## src/rtl/tpu_pkg.sv

```systemverilog
// Shared types and defaults for the systolic array operand feeders.
package tpu_pkg;

  localparam int unsigned BITS_AB_DEF = 8;
  localparam int unsigned DIM_DEF     = 8;

  typedef enum logic [1:0] {
    IDLE   = 2'd0,
    STREAM = 2'd1,
    DONE   = 2'd2
  } feeder_state_t;

  // Valid beats needed to push a skewed DIM x DIM matrix through the west edge.
  function automatic int unsigned beat_count(input int unsigned dim);
    return 2 * dim - 1;
  endfunction

endpackage

```

## src/rtl/systolic_a_feeder_lane.sv

```systemverilog
// One array row: holds that row's DIM operands and emits the skewed element per beat.
module systolic_a_feeder_lane
  import tpu_pkg::*;
#(
  parameter  int unsigned BITS_AB = BITS_AB_DEF,
  parameter  int unsigned DIM     = DIM_DEF,
  parameter  int unsigned ROW     = 0,
  localparam int unsigned TW      = $clog2(2 * DIM)
) (
  input  logic                   clk,
  input  logic                   rst,
  input  logic                   wr_en,
  input  logic [DIM*BITS_AB-1:0] wr_data,
  input  logic                   adv,
  input  logic [TW-1:0]          t,
  output logic [BITS_AB-1:0]     lane_out
);

  logic signed [BITS_AB-1:0] mem_q [DIM];
  logic signed [BITS_AB-1:0] mem_d [DIM];
  logic signed [BITS_AB-1:0] out_q;
  logic signed [BITS_AB-1:0] out_d;

  // Row capture and beat selection; beats outside this row's window are exact zero.
  always_comb begin
    mem_d = mem_q;
    out_d = out_q;
    if (wr_en) begin
      for (int k = 0; k < int'(DIM); k++) begin
        mem_d[k] = wr_data[k*BITS_AB +: BITS_AB];
      end
    end
    if (adv) begin
      out_d = '0;
      for (int k = 0; k < int'(DIM); k++) begin
        if (t == TW'(ROW + 32'(k))) out_d = mem_q[k];
      end
    end
  end

  // Row storage and registered lane output, cleared by reset.
  always_ff @(posedge clk or posedge rst) begin
    if (rst) begin
      for (int k = 0; k < int'(DIM); k++) begin
        mem_q[k] <= '0;
      end
      out_q <= '0;
    end else begin
      mem_q <= mem_d;
      out_q <= out_d;
    end
  end

  assign lane_out = out_q;

endmodule

```

## src/rtl/systolic_a_feeder.sv

```systemverilog
// Buffers a DIM x DIM operand matrix and streams it diagonally skewed into the array west edge.
module systolic_a_feeder
  import tpu_pkg::*;
#(
  parameter  int unsigned BITS_AB = BITS_AB_DEF,
  parameter  int unsigned DIM     = DIM_DEF,
  localparam int unsigned AW      = $clog2(DIM),
  localparam int unsigned TW      = $clog2(2 * DIM)
) (
  input  logic                   clk,
  input  logic                   rst,
  input  logic                   wr_en,
  input  logic [AW-1:0]          wr_row,
  input  logic [DIM*BITS_AB-1:0] wr_data,
  input  logic                   start,
  input  logic                   stall,
  output logic                   busy,
  output logic                   done,
  output logic                   a_valid,
  output logic [DIM*BITS_AB-1:0] a_out
);

  localparam logic [TW-1:0] LAST_T = TW'(beat_count(DIM) - 1);

  feeder_state_t state_q, state_d;
  logic [TW-1:0] t_q, t_d;
  logic          busy_q, busy_d;
  logic          done_q, done_d;
  logic          a_valid_q, a_valid_d;
  logic          adv_c;
  logic          wr_go_c;
  logic [DIM-1:0] lane_we_c;

  // Sequencer: beat counter, state transitions and status outputs.
  always_comb begin
    state_d   = state_q;
    t_d       = t_q;
    adv_c     = 1'b0;
    wr_go_c   = 1'b0;
    case (state_q)
      IDLE: begin
        wr_go_c = wr_en && !start;
        if (start) begin
          state_d = STREAM;
          t_d     = '0;
        end
      end
      STREAM: begin
        if (!stall) begin
          adv_c = 1'b1;
          t_d   = t_q + TW'(1);
          if (t_q == LAST_T) state_d = DONE;
        end
      end
      DONE:    state_d = IDLE;
      default: state_d = IDLE;
    endcase
    busy_d    = (state_d != IDLE);
    done_d    = (state_q == DONE);
    a_valid_d = adv_c;
  end

  // Row write decode; indices at or above DIM match no lane.
  always_comb begin
    lane_we_c = '0;
    for (int r = 0; r < int'(DIM); r++) begin
      if (wr_go_c && (wr_row == AW'(r))) lane_we_c[r] = 1'b1;
    end
  end

  // Sequencer and status registers.
  always_ff @(posedge clk or posedge rst) begin
    if (rst) begin
      state_q   <= IDLE;
      t_q       <= '0;
      busy_q    <= 1'b0;
      done_q    <= 1'b0;
      a_valid_q <= 1'b0;
    end else begin
      state_q   <= state_d;
      t_q       <= t_d;
      busy_q    <= busy_d;
      done_q    <= done_d;
      a_valid_q <= a_valid_d;
    end
  end

  assign busy    = busy_q;
  assign done    = done_q;
  assign a_valid = a_valid_q;

  for (genvar r = 0; r < int'(DIM); r++) begin : g_lane
    systolic_a_feeder_lane #(
      .BITS_AB (BITS_AB),
      .DIM     (DIM),
      .ROW     (r)
    ) u_lane (
      .clk      (clk),
      .rst      (rst),
      .wr_en    (lane_we_c[r]),
      .wr_data  (wr_data),
      .adv      (adv_c),
      .t        (t_q),
      .lane_out (a_out[r*BITS_AB +: BITS_AB])
    );
  end

endmodule

```

## config.mk

```make
export PLATFORM = sky130hd
export DESIGN_NAME = systolic_a_feeder
export DESIGN_NICKNAME = d
export VERILOG_FILES = /design/src/rtl/tpu_pkg.sv /design/src/rtl/systolic_a_feeder_lane.sv /design/src/rtl/systolic_a_feeder.sv
export SDC_FILE = /design/constraint.sdc
export NUM_CORES = 1
export LEC_CHECK = 0
export ABC_AREA = 1
export BUFFER_PORTS_ARGS = -buffer_cell sky130_fd_sc_hd__buf_2
export CAP_MARGIN = 20
export CORE_MARGIN = 4
export CORE_UTILIZATION = 60
export CTS_BUF_LIST = sky130_fd_sc_hd__clkbuf_8 sky130_fd_sc_hd__clkbuf_16
export DETAILED_ROUTE_END_ITERATION = 16
export GPL_TIMING_DRIVEN = 0
export PLACE_DENSITY = 0.78
export SLEW_MARGIN = 10
export SYNTH_ARGS = -nofsm -noshare
export SYNTH_HDL_FRONTEND = slang
export SYNTH_SLANG_ARGS = --single-unit
```

## constraint.sdc

```tcl
create_clock -name clk -period 51.9 [get_ports clk]
set_input_delay 10.38 -clock clk [delete_from_list [all_inputs] [get_ports clk]]
set_output_delay 10.38 -clock clk [all_outputs]
set_load 0.01 [all_outputs]
```

==> out/qor.txt <==
status -> complete, no violations
worst hold path type -> flop to flop
Final GP Congestion -> 0.970
Clk pin slew, worst setup/hold paths -> 0.06 ns
Worst Slack Setup Final -> 40.03 ns
worst skew pair latency -> 0.64 ns
first-pass GRT wire length -> 136,000 um
fin util -> 0.699
Fmax -> 84.2 MHz
Setup crit start kind -> input pin
initial antenna violation count -> 5
WP data required -> 52.41 ns
YS warnings -> 0
Cells after Synth -> 3,362
CTS Buffer Depth -> 3
headroom to the max-slew limit -> 0.335
hold path start -> state_q[0]
Max Slew Vio Count -> 0
number of setup buffers added after CTS -> 0
largest net degree at the start of global routing -> 123
PortBufs -> 138
# IOs -> 139
Pwr per Cell Area -> 53.0 mW/mm2
Final Hold Fails -> 0
Tot Pwr -> 1.61 mW
internal reg-to-reg setup slack -> 48.81 ns
vias per inst -> 5.90
worst vdd ir -> 0.0319 mV
worst slack, placed -> 39.51 ns
RSZ-0062 raised after global routing -> no
number of global-route vias before repair -> 24,524
die footprint -> 0.0478 mm2
post-synthesis register bit count -> 585
r2r endpoint -> g_lane[7].u_lane.lane_out[6]
layout cells sized above 1 -> 0.109
Reg2Reg Depth -> 10
crit path kind -> input pin to flop
syn nets -> 3,438
drt pass-1 iters -> 6
Detailed Route Iter0 Violations -> 3,405
All-Layer GR Usage -> 0.376
Final #Nets -> 3,643
period utilization -> 0.229
Initial Util -> 0.613
CORE AREA -> 0.0435 mm2
Worst Hold End -> done
crit path max fanout -> 10
CP Data Arrival Time -> 12.38 ns
Seq/Total Area, Yosys -> 0.550
Cell variety after synth -> 33
cell area after synthesis -> 0.0266 mm2
TritonCTS Sinks -> 585
fin crit period -> 11.87 ns
antenna-violating nets left -> 0
Max Cap Viol -> 0
DP Wirelength -> 65,700 um
Clock Tree Root -> clkbuf_16
clock skew -> 0.0229 ns
Die X -> 219 um
vias post-DR -> 24,804
# rows -> 76
chip height -> 219 um
Tightest Pin Transition -> 0.997 ns
PostCTS Resize Cnt -> 0
H-tree Lvls -> 2
# hold bufs at CTS -> 0
DR DRC count -> 0
# setup viols final -> 0
CTS tree -> done
CTS Buf Count -> 60
Static Leakage -> 15.8 nW
DR WL/cell -> 21.3 um
crit end category -> flop
hold path depth -> 1
GRT overflow -> 0
Area Overhead vs Synth -> 14.1%
r2r startpoint -> t_q[0]
final WL -> 89,700 um
Sum Neg Setup Slack -> 0 ns
syn_area_per_cell -> 7.92 um2
-- worst max-delay path by stage --
stage / startpoint / endpoint / slack, ns / depth (start not counted)
final: stall / g_lane[3].u_lane.lane_out[0] / 40.03 / 8
after detailed placement: stall / g_lane[3].u_lane.lane_out[6] / 39.51 / 8
after global placement: rst / g_lane[5].u_lane.lane_out[0] / 19.81 / 2
after floorplan: rst / a_valid / 25.15 / 1
after CTS: stall / g_lane[3].u_lane.lane_out[0] / 40.16 / 8
after global routing: start / g_lane[5].u_lane.mem_q[6] / 39.90 / 9
-- synth_stat cells --
master | count | area, um2
nand2_1 | 1241 | 4660
nand3_1 | 150 | 751
inv_2 | 6 | 22.5
o22ai_1 | 6 | 37.5
clkinv_1 | 1 | 3.75
buf_6 | 5 | 56.3
inv_4 | 2 | 12.5
a21oi_1 | 31 | 155
o21ai_0 | 518 | 2590
or2_0 | 12 | 75.1
or2_1 | 5 | 31.3
buf_4 | 6 | 45.0
a21boi_1 | 11 | 82.6
nand2_4 | 3 | 33.8
o21ai_1 | 1 | 5.00
nor3_1 | 3 | 15.0
buf_1 | 7 | 26.3
nor2_2 | 7 | 43.8
dfrtp_1 | 585 | 14600
nand2_2 | 1 | 6.26
nor2_1 | 254 | 953
buf_2 | 57 | 285
nor4_1 | 1 | 6.26
or2_2 | 53 | 332
nor2_4 | 7 | 78.8
nand4_1 | 42 | 263
clkbuf_1 | 136 | 510
nand3_2 | 1 | 10.0
ha_1 | 4 | 50.1
nand3b_1 | 14 | 105
inv_6 | 1 | 8.76
nor2_8 | 1 | 20.0
inv_1 | 190 | 713
-- worst max-delay path, stage by stage --
cell      delay, ns
buf_2          0.11
nor2_1         0.11
inv_1          0.19
clkbuf_1       0.70
clkbuf_1       0.58
nor2_1         0.14
nand2_1        0.10
nand2_1        0.06
-- state kept, by name, summed over array words and instances (netlist names) --
signal                  count
g_lane.u_lane.mem_q       512
busy                        1
done                        1
a_valid                     1
g_lane.u_lane.lane_out     64
t_q                         4
state_q                     2
-- cell type report --
type,instances,area [um2]
Clock buffer,81,1800
Antenna cell,4,10.0
Sequential cell,585,14600
Clock inverter,32,380
Timing Repair Buffer,143,828
Inverter,200,768
Buffer,211,923
Fill cell,3490,13100
Tap cell,585,732
Multi-Input combinational cell,2366,10300
-- stage by stage --
| stage | hold WS (ns) | instance area, um2 | instances |
|---|---|---|---|
| final | 0.460 | 30400 | 4207 |
| after global routing | 0.485 | 30400 | 4206 |
| after detailed placement | 0.450 | 28200 | 4090 |
| after CTS | 0.459 | 30400 | 4203 |
| after global placement | 0.442 | 28100 | 4085 |
| after floorplan | 0.423 | 26600 | 3362 |
-- power breakdown --
part           total (mW)  switching (mW)  internal, mW
registers           0.673          0.0784         0.595
logic               0.467           0.317         0.150
clock network       0.471           0.185         0.286
-- kinds of logic (layout without fill, tap and decap cells) --
family	after synthesis	in the layout	share of synthesized area
compound gates	567	567	0.108
simple gates	1795	1795	0.277
fa+ha+maj	4	4	0.00188
other cells	0	4	0
buf+inv	411	667	0.0632
flops	585	585	0.550
-- layout by cell type, fill, tap and decap left out, drive strengths merged, types with 31 or more instances in the layout --
cell | synthesis | routed
dfrtp | 585 | 585
a21oi | 31 | 31
o21ai | 519 | 519
clkbuf | 136 | 217
nand2 | 1245 | 1245
nor2 | 269 | 269
buf | 75 | 218
inv | 199 | 213
nand3 | 151 | 151
nand4 | 42 | 42
or2 | 70 | 70
-- routing by layer --
layer / global-route usage / vias to the layer above / wire length (um) / share of wire
met2: 0.587 / 1520 / 40800 / 0.46
met4: 0.213 / 0 / 5480 / 0.061
met3: 0.0793 / 350 / 9630 / 0.11
li1: - / 11049 / - / -
met5: 0 / - / 0 / 0
met1: 0.494 / 11885 / 33700 / 0.38
No activity file was read; power rests on OpenSTA's default activity.
